## src/rtl/idct_coef_src.sv

```systemverilog
// Coefficient-stream source: emits 4x4/8x8/16x16 blocks of test-pattern samples
// over a valid/ready handshake, sequencing a programmable number of blocks.
module idct_coef_src #(
  parameter int unsigned DATA_W = 16,
  parameter int unsigned GAP    = 0,
  parameter logic [15:0] SEED   = 16'hACE1,
  parameter logic [15:0] DC_VAL = 16'd1024,
  parameter logic [15:0] AMP    = 16'd100
) (
  input  logic              clk,
  input  logic              rst_n,
  input  logic              start,
  input  logic              abort,
  input  logic [1:0]        mode,
  input  logic [1:0]        pattern,
  input  logic [7:0]        num_blocks,
  input  logic              out_ready,
  output logic [DATA_W-1:0] out_data,
  output logic              out_valid,
  output logic              out_last,
  output logic [1:0]        out_mode,
  output logic              busy,
  output logic              done,
  output logic [7:0]        blk_cnt
);

  localparam int unsigned GCW = (GAP > 1) ? $clog2(GAP) : 1;

  typedef enum logic [1:0] {S_IDLE, S_STREAM, S_GAP, S_DONE} state_t;

  state_t            state_q, state_d;
  logic [7:0]        idx_q, idx_d;
  logic [15:0]       lfsr_q, lfsr_d;
  logic [1:0]        pat_q, pat_d;
  logic [7:0]        nblk_q, nblk_d;
  logic [GCW-1:0]    gap_cnt_q, gap_cnt_d;
  logic [DATA_W-1:0] out_data_d;
  logic              out_valid_d, out_last_d, busy_d, done_d;
  logic [1:0]        out_mode_d;
  logic [7:0]        blk_cnt_d;

  logic [7:0]  len_m1;
  logic [7:0]  idx_inc;
  logic [15:0] lfsr_nxt;
  logic [15:0] lfsr_adv;
  logic        accept;
  logic        blk_final;
  logic        gap_end;

  // Sample value for a given pattern, block index and current LFSR state
  function automatic logic [DATA_W-1:0] pat_val(input logic [1:0] pat,
                                                input logic [7:0] i,
                                                input logic [15:0] l);
    logic [DATA_W-1:0] v;
    v = '0;
    case (pat)
      2'b00:   v = DATA_W'(i);
      2'b01:   v = (i == 8'd0) ? DATA_W'(DC_VAL) : '0;
      2'b10:   v = DATA_W'(l);
      default: v = i[0] ? (DATA_W'(0) - DATA_W'(AMP)) : DATA_W'(AMP);
    endcase
    return v;
  endfunction

  // Shared handshake/sequencing terms; LFSR only steps while its pattern streams
  always_comb begin
    case (out_mode)
      2'b00:   len_m1 = 8'd15;
      2'b10:   len_m1 = 8'd255;
      default: len_m1 = 8'd63;
    endcase
    idx_inc   = 8'(idx_q + 8'd1);
    lfsr_nxt  = {lfsr_q[14:0], lfsr_q[15] ^ lfsr_q[13] ^ lfsr_q[12] ^ lfsr_q[10]};
    lfsr_adv  = (pat_q == 2'b10) ? lfsr_nxt : lfsr_q;
    accept    = out_valid && out_ready;
    blk_final = (8'(blk_cnt + 8'd1) == nblk_q);
    gap_end   = (32'(gap_cnt_q) == GAP - 32'd1);
  end

  // State register
  always_ff @(posedge clk or negedge rst_n) begin
    if (!rst_n) state_q <= S_IDLE;
    else        state_q <= state_d;
  end

  // Next-state logic; abort overrides everything
  always_comb begin
    state_d = state_q;
    if (abort) begin
      state_d = S_IDLE;
    end else begin
      case (state_q)
        S_IDLE:   if (start) state_d = (num_blocks == 8'd0) ? S_DONE : S_STREAM;
        S_STREAM: if (accept && out_last) begin
                    if (blk_final)          state_d = S_DONE;
                    else if (GAP != 32'd0)  state_d = S_GAP;
                    else                    state_d = S_STREAM;
                  end
        S_GAP:    if (gap_end) state_d = S_STREAM;
        S_DONE:   state_d = S_IDLE;
      endcase
    end
  end

  // Next values of the registered outputs and datapath
  always_comb begin
    idx_d       = idx_q;
    lfsr_d      = lfsr_q;
    pat_d       = pat_q;
    nblk_d      = nblk_q;
    gap_cnt_d   = gap_cnt_q;
    out_data_d  = out_data;
    out_valid_d = out_valid;
    out_last_d  = out_last;
    out_mode_d  = out_mode;
    busy_d      = busy;
    done_d      = 1'b0;
    blk_cnt_d   = blk_cnt;
    if (abort) begin
      out_valid_d = 1'b0;
      out_last_d  = 1'b0;
      busy_d      = 1'b0;
    end else begin
      case (state_q)
        S_IDLE: if (start) begin
          out_mode_d  = (mode == 2'b11) ? 2'b01 : mode;
          pat_d       = pattern;
          nblk_d      = num_blocks;
          blk_cnt_d   = 8'd0;
          busy_d      = 1'b1;
          idx_d       = 8'd0;
          out_valid_d = (num_blocks != 8'd0);
          out_last_d  = 1'b0;
          out_data_d  = pat_val(pattern, 8'd0, lfsr_q);
        end
        S_STREAM: if (accept) begin
          lfsr_d = lfsr_adv;
          if (out_last) begin
            blk_cnt_d  = 8'(blk_cnt + 8'd1);
            idx_d      = 8'd0;
            gap_cnt_d  = '0;
            out_last_d = 1'b0;
            out_data_d = pat_val(pat_q, 8'd0, lfsr_adv);
            if (blk_final || GAP != 32'd0) out_valid_d = 1'b0;
          end else begin
            idx_d      = idx_inc;
            out_data_d = pat_val(pat_q, idx_inc, lfsr_adv);
            out_last_d = (idx_inc == len_m1);
          end
        end
        S_GAP: begin
          gap_cnt_d = GCW'(gap_cnt_q + 1'b1);
          if (gap_end) begin
            out_valid_d = 1'b1;
            out_data_d  = pat_val(pat_q, 8'd0, lfsr_q);
          end
        end
        S_DONE: begin
          done_d = 1'b1;
          busy_d = 1'b0;
        end
      endcase
    end
  end

  // Output and datapath registers
  always_ff @(posedge clk or negedge rst_n) begin
    if (!rst_n) begin
      idx_q     <= 8'd0;
      lfsr_q    <= SEED;
      pat_q     <= 2'b00;
      nblk_q    <= 8'd0;
      gap_cnt_q <= '0;
      out_data  <= '0;
      out_valid <= 1'b0;
      out_last  <= 1'b0;
      out_mode  <= 2'b00;
      busy      <= 1'b0;
      done      <= 1'b0;
      blk_cnt   <= 8'd0;
    end else begin
      idx_q     <= idx_d;
      lfsr_q    <= lfsr_d;
      pat_q     <= pat_d;
      nblk_q    <= nblk_d;
      gap_cnt_q <= gap_cnt_d;
      out_data  <= out_data_d;
      out_valid <= out_valid_d;
      out_last  <= out_last_d;
      out_mode  <= out_mode_d;
      busy      <= busy_d;
      done      <= done_d;
      blk_cnt   <= blk_cnt_d;
    end
  end

endmodule

```

## config.mk

```make
export PLATFORM = sky130hd
export DESIGN_NAME = idct_coef_src
export DESIGN_NICKNAME = d
export VERILOG_FILES = /design/src/rtl/idct_coef_src.sv
export SDC_FILE = /design/constraint.sdc
export NUM_CORES = 1
export LEC_CHECK = 0
export CORE_AREA = 2 2 114 116
export DETAILED_ROUTE_END_ITERATION = 12
export DIE_AREA = 0 0 116 118
export REMOVE_ABC_BUFFERS = 1
export SYNTH_ARGS = -nofsm -noshare
export SYNTH_HDL_FRONTEND = slang
export SYNTH_SLANG_ARGS = --single-unit
```

## constraint.sdc

```tcl
create_clock -name clk -period 2.4 [get_ports clk]
set_clock_uncertainty 0.05 [all_clocks]
set_input_delay 0.24 -clock clk [delete_from_list [all_inputs] [get_ports clk]]
set_output_delay 0.24 -clock clk [all_outputs]
set_load 0.01 [all_outputs]
```

==> out/results.ini <==
[cells_and_area]
num_antenna_cells = 0
multi_input_area_um2 = 1870
layout.nets = 460
fin_area_um2 = 4730
fillers = 1280
layout_common_cells = dfrtp_1, nand2_1, clkdlybuf4s50_1
stdcell_count = 616
final_common_cell = dfrtp_1
drive_gt1_share_pct = 16.9
final-seq-area_um2 = 1660
synthToLayoutAreaGrowth_pct = 29.0

[logic_synthesis]
synth_xor_area_share_pct = 4.20
yosys_warnings = 0
synth-edff-count = 0
synth_compound_gate_area_share_pct = 18.6
async_flop_share_pct = 100
synth-simple-area-share_pct = 17.2
ys.flop_type = dfrtp_1
synth_cells = 390
syn_avg_cell_area_um2 = 9.41
muxShareOfSynthArea_pct = 9.45
syn_area_um2 = 3670
synth_top_family_by_area = compound AO/OA/AOI/OAI gates
synth-seq-cells = 66
synth_adder_area_share_pct = 1.36
ys_seq_area_share_pct = 45.3
synth_cell_types = 55

[floorplanning]
ios = 47
dieArea_um2 = 13700
core-area_um2 = 12400
rows = 41
start_util_pct = 29.6
die_h_um = 118
die_w_um = 116

[timing]
hold_ws_ns = 0.437
rsz0062_at_grt = no
relSlewSlack_pct = 66.5
finalHoldViolations = 0
post-route-min-period_ns = 2.15
fmax_ghz = 0.464
timing.final.ws_setup_ns = 0.247
period_share_pct = 89.7
setup_viol = 0
tns_ns = 0
slew_violations = 0
worst_pin_slew_ns = 0.500

[detailed_routing]
remaining_drc_errors = 0
via_per_inst = 4.96
wirelength_um = 8980
drtIter0Drc = 165
antenna_left = 0
num_vias = 3055
wire_per_inst_um = 14.6
first_pass_iters = 4

[clock_network]
cts_tree = built
cts-htree-levels = 3
clock_path_buffers = 2
clk_latency_ns = 0.33
root_buffer = clkbuf_16
cts_resized = 0
ctsHoldBuffers = 1
postCtsSetupRepairBufs = 0
cts_inserted_buffers = 9
clock-sinks = 66
clk_pin_slew_worst_paths_ns = 0.06

[power]
p_seq_share_pct = 37.9
switching_power_mw = 1.01
internal_power_mw = 2.66
leakage_nw = 1.85
p_clk_share_pct = 42.2
p_comb_share_pct = 19.9
ir_drop_v = 0.000398
sw_frac_of_total_pct = 27.4
powerDensity_nw_per_um2 = 776

[place]
hpwl_um = 6440
placedCellCount = 599
port_buffers = 46
pre_cts_slack_ns = 0.258
placed_area_um2 = 4370
place.gp.congestion = 0.811

[global_route]
grt_pass1_vias = 3112
grt_max_degree = 35
antenna_found_initial = 0
grt_usage_pct = 14.1
grt_pass1_wl_um = 15400
grt_overflow = 0

[status]
status = completed

[worst_hold_path]
hp-class = in -> async

[critical_path]
path_max_fanout = 5
critPathRequiredTime_ns = 2.57
cp.arrival_ns = 2.33
worstSetupPathType = reg -> reg
crit_path_start_kind = flip-flop
cp-end-kind = flip-flop

[flow_run]
cap_viol_max_count = 0

-- cell families (layout without fill, tap and decap cells) --
group / after synthesis / count (layout)
AND/OR/NAND/NOR: 129 / 129
AO/OA/AOI/OAI: 110 / 110
flip-flops: 66 / 66
buffers and inverters: 34 / 88
multiplexers: 31 / 31
XOR/XNOR: 16 / 16
adder cells (fa/ha/maj): 4 / 4
-- cells in the mapped netlist (4+ instances only) --
master	n	area share [%]
a21oi_1	29	4.0
a31oi_1	8	1.4
and3_1	4	0.68
buf_2	9	1.2
clkbuf_1	14	1.4
dfrtp_1	58	40
dfstp_2	8	5.7
ha_1	4	1.4
inv_1	8	0.82
mux2_2	29	8.9
nand2_1	45	4.6
nand2b_1	7	1.2
nand3_1	11	1.5
nand4_1	4	0.68
nor2_1	28	2.9
nor2b_1	5	0.85
nor3_1	5	0.68
o211ai_1	6	1.2
o21ai_0	36	4.9
o31ai_1	5	1.0
o41ai_1	4	0.95
or3_1	4	0.68
or4_1	5	1.0
xnor2_1	13	3.1
-- metrics by stage --
step	total power, mW	util [%]
finish	3.67	38.1
CTS	3.72	38.1
global placement	2.13	35.2
global route	3.87	38.1
detailed placement	2.14	35.2
floorplan	1.79	-
-- power groups by stage --
stage / Clock [mW] / Sequential [mW] / Combinational, mW
after global placement: 0 / 1.40 / 0.725
after detailed placement: 0 / 1.41 / 0.731
after floorplan: 0 / 1.43 / 0.359
after global routing: 1.66 / 1.41 / 0.806
final: 1.55 / 1.39 / 0.730
after CTS: 1.59 / 1.39 / 0.736
-- worst paths after layout --
check                            startpoint            to  slack, ns  depth (start not counted)
worst max-delay path             blk_cnt[1]     out_valid       0.25                          6
worst min-delay path                  rst_n  out_data[10]       0.44                          3
worst max register to register   blk_cnt[1]     out_valid       0.25                          6
worst min register to register  out_data[9]   out_data[9]       0.44                          2
max in group asynchronous             rst_n    lfsr_q[11]       1.51                          3
min in group clk                out_data[9]   out_data[9]       0.44                          2
-- registers in the layout (all words and copies together), names as in the netlist --
| signal | count |
|---|---|
| idx_q | 8 |
| out_valid | 1 |
| lfsr_q | 16 |
| nblk_q | 8 |
| state_q | 2 |
| out_mode | 2 |
| done | 1 |
| out_last | 1 |
| blk_cnt | 8 |
| busy | 1 |
| pat_q | 2 |
| out_data | 16 |
-- layer usage --
metal	part of all wire, %	global-route usage (%)	up-vias
li1	-	-	1514
met1	46	18.6	1461
met2	48	22.3	68
met3	4.7	3.96	12
met4	1.6	4.61	0
met5	0	0	-
-- critical path, stage by stage, from the launching register on --
cell,delay (ns)
dfrtp_1,0.41
ha_1,0.27
nand3_1,0.16
or3_1,0.39
a2111oi_2,0.39
o211ai_1,0.14
a31o_1,0.24
-- layout make-up --
cell class,count,area share [%]
well taps,172,4.55
repair buffers,64,12.8
clock inverters,7,2.64
inverters,8,0.635
clock buffers,9,4.76
flip-flops and latches,66,35.1
multi-input cells,290,39.5
(Power assumes the default switching activity.)
